<file path="config.mk">
export PLATFORM = sky130hd
export DESIGN_NAME = opb_register_simulink2ppc_snap
export DESIGN_NICKNAME = d
export VERILOG_FILES = /design/src/rtl/opb_register_simulink2ppc_snap.sv
export SDC_FILE = /design/constraint.sdc
export NUM_CORES = 1
export LEC_CHECK = 0
export CORE_MARGIN = 1
export CORE_UTILIZATION = 42
export DETAILED_ROUTE_END_ITERATION = 8
export PLACE_DENSITY = 0.86
export SYNTH_ARGS = -nofsm -noshare
export SYNTH_HDL_FRONTEND = slang
export SYNTH_SLANG_ARGS = --single-unit
</file>
<file path="constraint.sdc">
create_clock -name OPB_Clk -period 4.1 [get_ports OPB_Clk]
set_input_delay 0.82 -clock OPB_Clk [delete_from_list [all_inputs] [get_ports OPB_Clk]]
set_output_delay 0.82 -clock OPB_Clk [all_outputs]
set_load 0.01 [all_outputs]
</file>
<file path="src/rtl/opb_register_simulink2ppc_snap.sv">
// OPB slave that snapshots a 32-bit word from user logic and returns it to the PPC.
// Software polls STATUS, reads DATA, and freezes capture or clears flags through CTRL.
module opb_register_simulink2ppc_snap #(
  parameter logic [31:0] C_BASEADDR   = 32'h01080400,
  parameter logic [31:0] C_HIGHADDR   = 32'h010804FF,
  parameter int          C_OPB_AWIDTH = 32,
  parameter int          C_OPB_DWIDTH = 32,
  parameter              C_FAMILY     = "virtex5"
) (
  input  logic                      OPB_Clk,
  input  logic                      OPB_Rst_n,
  input  logic [0:C_OPB_AWIDTH-1]   OPB_ABus,
  input  logic [0:C_OPB_DWIDTH/8-1] OPB_BE,
  input  logic [0:C_OPB_DWIDTH-1]   OPB_DBus,
  input  logic                      OPB_RNW,
  input  logic                      OPB_select,
  input  logic                      OPB_seqAddr,
  output logic [0:C_OPB_DWIDTH-1]   Sl_DBus,
  output logic                      Sl_xferAck,
  output logic                      Sl_errAck,
  output logic                      Sl_retry,
  output logic                      Sl_toutSup,
  input  logic [31:0]               user_data_in,
  input  logic                      user_valid
);

  localparam int unusedFamilyLen = $bits(C_FAMILY);

  typedef enum logic [1:0] {IDLE, ACK, HOLD} state_e;

  state_e      state_q, state_d;
  logic [31:0] dataWord_q, dataWord_d;
  logic        newFlag_q, newFlag_d;
  logic        ovf_q, ovf_d;
  logic [15:0] cnt_q, cnt_d;
  logic        freeze_q, freeze_d;

  logic [31:0] addr;
  logic [31:0] offset;
  logic [31:0] wdata;
  logic [5:0]  wordIdx;
  logic        inWindow;
  logic        ackRead, ackWrite;
  logic        dataRead, ctrlWrite, clr, capture;
  logic [31:0] rdata;
  logic        unusedBits;

  // Bus vectors are MSB-first ([0] is bit 31); plain assignment keeps numeric value.
  assign addr     = OPB_ABus;
  assign wdata    = OPB_DBus;
  assign offset   = addr - C_BASEADDR;
  assign wordIdx  = offset[7:2];
  assign inWindow = (addr >= C_BASEADDR) && (addr <= C_HIGHADDR);

  assign unusedBits = ^{OPB_seqAddr, OPB_BE[1:3], wdata[29:0], offset[31:8], offset[1:0]};

  always_comb begin
    state_d = state_q;
    case (state_q)
      IDLE:    if (OPB_select && inWindow) state_d = ACK;
      ACK:     state_d = HOLD;
      HOLD:    if (!OPB_select) state_d = IDLE;
      default: state_d = IDLE;
    endcase
  end

  assign ackRead   = (state_q == ACK) && OPB_RNW;
  assign ackWrite  = (state_q == ACK) && !OPB_RNW;
  assign dataRead  = ackRead && (wordIdx == 6'd0);
  assign ctrlWrite = ackWrite && (wordIdx == 6'd2) && OPB_BE[0];
  assign clr       = ctrlWrite && wdata[30];
  assign capture   = user_valid && !freeze_q;

  always_comb begin
    rdata = 32'h0;
    case (wordIdx)
      6'd0:    rdata = dataWord_q;
      6'd1:    rdata = {newFlag_q, ovf_q, 14'h0, cnt_q};
      6'd2:    rdata = {freeze_q, 31'h0};
      default: rdata = 32'h0;
    endcase
  end

  // A read-clear or CLR lands before capture, so a coincident capture re-arms NEW.
  always_comb begin
    dataWord_d = dataWord_q;
    newFlag_d  = newFlag_q;
    ovf_d      = ovf_q;
    cnt_d      = cnt_q;
    freeze_d   = freeze_q;
    if (dataRead) newFlag_d = 1'b0;
    if (clr) begin
      newFlag_d = 1'b0;
      ovf_d     = 1'b0;
      cnt_d     = 16'h0;
    end
    if (ctrlWrite) freeze_d = wdata[31];
    if (capture) begin
      dataWord_d = user_data_in;
      newFlag_d  = 1'b1;
      cnt_d      = cnt_d + 16'h1;
      if (newFlag_q && !clr && !dataRead) ovf_d = 1'b1;
    end
  end

  always_ff @(posedge OPB_Clk) begin
    if (!OPB_Rst_n) begin
      state_q    <= IDLE;
      dataWord_q <= 32'h0;
      newFlag_q  <= 1'b0;
      ovf_q      <= 1'b0;
      cnt_q      <= 16'h0;
      freeze_q   <= 1'b0;
    end else begin
      state_q    <= state_d;
      dataWord_q <= dataWord_d;
      newFlag_q  <= newFlag_d;
      ovf_q      <= ovf_d;
      cnt_q      <= cnt_d;
      freeze_q   <= freeze_d;
    end
  end

  assign Sl_xferAck = (state_q == ACK);
  assign Sl_DBus    = ackRead ? rdata : 32'h0;
  assign Sl_errAck  = 1'b0;
  assign Sl_retry   = 1'b0;
  assign Sl_toutSup = 1'b0;

endmodule
</file>
; Word level (Yosys, flattened, before mapping)
; Cells that the tools add are included.
[word_totals]
reg_bits = 53
elab_cells = 48
[classes]
addsub = 2
order_cmp = 2
eq_ne = 6
n_mux = 13
n_reduce_logical = 19
[op_table]
columns = op, n
row1 = one-hot mux 32 bit (3 select lines), 1
row2 = >= comparator 32 x 25 -> 1 bit (second input constant), 1
row3 = less-or-equal comparator 32 x 25 -> 1 bit (second input constant), 1
row4 = two-way mux 16 bit, 2
row5 = two-way mux 32 bit, 1
row6 = adder 16 x 1 -> 16 bit (second input constant), 1
row7 = logical AND 1 bit, 11
row8 = subtractor 8 x 1 -> 8 bit (second input constant), 1
row9 = equality test 6 x 1 -> 1 bit (second input constant), 1
row10 = equality test 6 x 2 -> 1 bit (second input constant), 1
row11 = zero test 6 bit, 1
row12 = two-way mux 1 bit, 6
row13 = one-hot mux 2 bit (3 select lines), 1
row14 = zero test 1 bit, 4
row15 = two-way mux 2 bit, 2
row16 = inequality test 2 bit (second input constant), 2
row17 = nonzero test 3 bit, 1
row18 = equality test 2 x 1 -> 1 bit (second input constant), 1
row19 = equality test 2 bit (second input constant), 1
row20 = zero test 2 bit, 1
row21 = AND reduction 2 bit, 1

; Depth between registers and ports, before layout
[depth]
ltp_word = 10
mapped_depth = 9

; Least setup slack after synthesis
; OpenSTA, ideal clock, no wires.
[synth_path]
kind = input port to output port
startpoint = in OPB_ABus[26] (netlist bit)
endpoint = out Sl_DBus[10] (netlist bit)
arrival_ps = 2125
required_ps = 3280
slack_ps = 1155
stages = 5
cell_sequence = or4_4 > nor3_4 > and3_4 > buf_6 > and2_1
[synth_between]
elab_chain_cells = 4
elab_cells_between_ends = 6
cone_classes = add/sub (1) / eq/ne (2) / mux (2) / reduce/logical (1)
[synth_lines]
columns = element, line
row1 = "start, declared", 12  ; input logic [0:C_OPB_AWIDTH-1] OPB_ABus,
row2 = subtractor 8 x 1 -> 8 bit (*), 51  ; assign offset = addr - C_BASEADDR;
row3 = equality test 6 x 2 -> 1 bit (tied with other cells), 76  ; case (wordIdx)
row4 = one-hot mux 32 bit (3 select lines) (*), 76
row5 = two-way mux 32 bit (*), 125  ; assign Sl_DBus = ackRead ? rdata : 32'h0;
row6 = "end, declared", 18  ; output logic [0:C_OPB_DWIDTH-1] Sl_DBus,
; Mark *: on every way between the ends. The rest lies on a longest branch, timed or not.

; Final worst setup path
[layout_path]
startpoint = in OPB_ABus[26] (netlist bit)
endpoint = out Sl_DBus[17] (netlist bit)
; Same word-level chain as after synthesis.

==> impl_metrics.env <==
export IMPL_synth_seq_area_share=0.405
export IMPL_synth_edf_count=0
export IMPL_start_util=0.440
export IMPL_fmax_mhz=256
export IMPL_fin_cells=500
export IMPL_ant_nets=0
export IMPL_grt_overflow_total=0
export IMPL_finalClockSkew_ps=2.43
export IMPL_postRouteWirelength_mm=6.82
export IMPL_gp_congestion=0.802
export IMPL_io_pins=142
export IMPL_worst_setup_path_start_kind="primary input"
export IMPL_place_inst=492
export IMPL_track_usage=0.224
export IMPL_finalSetupViolations=0
export IMPL_drcViolationCount=0
export IMPL_crit_path_top_delay_cell="or4_4"
export IMPL_first_pass_iters=4
export IMPL_path_max_fanout=17
export IMPL_grt_max_degree=39
export IMPL_max_stage_delay_ps=580
export IMPL_die_area_mm2=0.00655
export IMPL_synthArstFlopShare=0
export IMPL_cts_setup_buffers=0
export IMPL_leakage_nw=1.34
export IMPL_ir_worst_vdd_mv=0.153
export IMPL_min_from="dataWord_q[16]"
export IMPL_fill_cells=508
export IMPL_end_kind="output port"
export IMPL_cts_tree="yes"
export IMPL_cts_buffers=5
export IMPL_crit_type="primary input to output port"
export IMPL_vias=2637
export IMPL_die_w_um=81.0
export IMPL_synth_seq_cells=53
export IMPL_tns_ps=0
export IMPL_finalCriticalPeriod_ps=3910
export IMPL_cp_startpoint="OPB_ABus[26]"
export IMPL_synth_cell_types=43
export IMPL_crit_top_cell="clkdlybuf4s50_1"
export IMPL_rsz0062_at_grt="false"
export IMPL_htree_levels=2
export IMPL_maxCapViolCount=0
export IMPL_rr_startpoint="state_q[0]"
export IMPL_crit_arrival_ps=3090
export IMPL_antenna_cells=0
export IMPL_cts_resized=0
export IMPL_power_density_mw_per_mm2=274
export IMPL_holdBufCountCts=0
export IMPL_coreArea_mm2=0.00596
export IMPL_grt_pass1_wl_mm=11.2
export IMPL_yosysWarnings=0
export IMPL_drive_above_1_share=0.0494
export IMPL_clock_sinks=53
export IMPL_cts_buffer_depth=2
export IMPL_fin_ws_ps=188
export IMPL_outcome="completed"
export IMPL_cp_buffers_inverters=3
export IMPL_grt_pass1_vias=2603
export IMPL_path_clk_slew_ps=90
export IMPL_hold_violations=0
export IMPL_antenna_found_initial=0
export IMPL_hpwl_mm=5.11
export IMPL_fin_nets=531
export IMPL_path_cells="clkdlybuf4s50_1, or4_4, nor3_4, buf_4, a22oi_1, nor2_1, clkdlybuf4s50_1"
export IMPL_drv_slew=0
export IMPL_vias_per_cell=5.27
export IMPL_crit_family="buffers and inverters"
export IMPL_syn_inst=328
export IMPL_die_y_um=81.0
export IMPL_io_buffer_count=102
export IMPL_area_growth_pct=45.6
export IMPL_clock_latency_ps=310
export IMPL_required_ps=3280
export IMPL_slew_headroom=0.302
export IMPL_r2r_setup_slack_ps=1770
export IMPL_pre_cts_slack_ps=197
export IMPL_root_buffer="clkbuf_8"
export IMPL_timing_final_crit_share=0.954
export IMPL_synth_avg_cell_area_um2=7.98
export IMPL_worstHoldPathType="register to register"
export IMPL_wl_per_cell_um=13.6
export IMPL_synth_flop_cell="dfxtp_1"
export IMPL_drtIter0Drc=150
export IMPL_worst_slew_pin_slew_ps=1050
export IMPL_synth_area_mm2=0.00262
export IMPL_row_count=28
-- report_power, final --
group | leakage [nW] | switching, W | internal, W
clock network | 0.0585 | 0.000171 | 0.000199
logic | 0.848 | 0.0000493 | 0.0000805
registers | 0.434 | 0.0000109 | 0.000535
-- sequential cells by signal, summed over array words and instances, names as in the netlist --
register / cells
cnt_q: 16
state_q: 2
ovf_q: 1
dataWord_q: 32
freeze_q: 1
newFlag_q: 1
-- synthesized netlist by cell type (all sizes together), types with 2 or more instances --
cell / number / area (um^2)
o21a: 2 / 15.0
or3: 2 / 12.5
a22oi: 17 / 128
inv: 3 / 11.3
o21ai: 3 / 15.0
a31oi: 2 / 12.5
nand3: 7 / 35.0
nand4: 10 / 62.6
nand2: 74 / 278
clkbuf: 14 / 52.6
a21boi: 32 / 240
a21oi: 6 / 30.0
xnor2: 3 / 26.3
and2: 16 / 100
buf: 10 / 62.6
nor4bb: 2 / 20.0
or4: 3 / 26.3
nor2: 31 / 116
nor2b: 3 / 18.8
mux2i: 2 / 20.0
nor3: 2 / 26.3
nor4: 6 / 37.5
nor4b: 5 / 43.8
xor2: 5 / 43.8
and3: 3 / 23.8
o31ai: 3 / 22.5
dfxtp: 53 / 1060
-- cells in the final DEF (no fill, tap or decap), types with 3 or more instances in the layout --
| master | count |
|---|---|
| clkdlybuf4s50_1 | 102 |
| nand2_1 | 74 |
| dfxtp_1 | 53 |
| a21boi_0 | 32 |
| nor2_1 | 31 |
| a22oi_1 | 17 |
| and2_1 | 16 |
| nand4_1 | 10 |
| buf_4 | 9 |
| nand3_1 | 7 |
| nor4_1 | 6 |
| a21oi_1 | 6 |
| clkbuf_8 | 6 |
| xor2_1 | 5 |
| nor4b_1 | 5 |
| inv_1 | 3 |
| o31ai_1 | 3 |
| xnor2_1 | 3 |
| conb_1 | 3 |
-- per-stage QoR --
stage / total power (W) / area [um^2] / util / hold slack, ps
6_report: 0.00105 / 3810 / 0.640 / 466
5_1_grt: 0.00109 / 3810 / 0.640 / 498
4_1_cts: 0.00105 / 3810 / 0.640 / 471
3_5_place_dp: 0.000688 / 3700 / 0.621 / 456
3_3_place_gp: 0.000684 / 3700 / 0.621 / 448
2_1_floorplan: 0.000607 / 2630 / - / 438
-- routing by layer --
layer / track usage / wire length [um] / vias up
li1: - / - / 1321
met1: 0.253 / 2800 / 1225
met2: 0.400 / 3450 / 82
met3: 0.0607 / 500 / 9
met4: 0.0786 / 74 / 0
met5: 0 / 0 / -
-- worst min-delay path: stages (launching register included) --
cell and delay [ps]:
dfxtp_1 320, nand2_1 50, a21boi_0 60
-- logic make-up after synthesis --
| kind of cell | Yosys count | share of synthesized area |
|---|---|---|
| simple gates | 170 | 0.326 |
| compound gates | 66 | 0.180 |
| flops | 53 | 0.405 |
| buf+inv | 27 | 0.0483 |
| xor+xnor | 8 | 0.0268 |
| mux | 2 | 0.00764 |
| fa+ha+maj | 1 | 0.00478 |
| other cells | 1 | 0.00143 |
-- worst paths after layout --
check / endpoint / cells past startpoint
max: Sl_DBus[17] / 7
max reg2reg: cnt_q[4] / 8
min: dataWord_q[16] / 2
min reg2reg: dataWord_q[16] / 2
-- final cells by class --
| cell class | count | area (um^2) | area share |
|---|---|---|---|
| inverter | 3 | 11.3 | 0.00295 |
| sequential | 53 | 1060 | 0.278 |
| multi-input combinational | 250 | 1440 | 0.378 |
| clock buffer | 7 | 86.3 | 0.0226 |
| clock inverter | 1 | 30.0 | 0.00788 |
| tap | 75 | 93.8 | 0.0246 |
| timing repair buffer | 111 | 1090 | 0.286 |
Power figures use the tool's default switching activity.
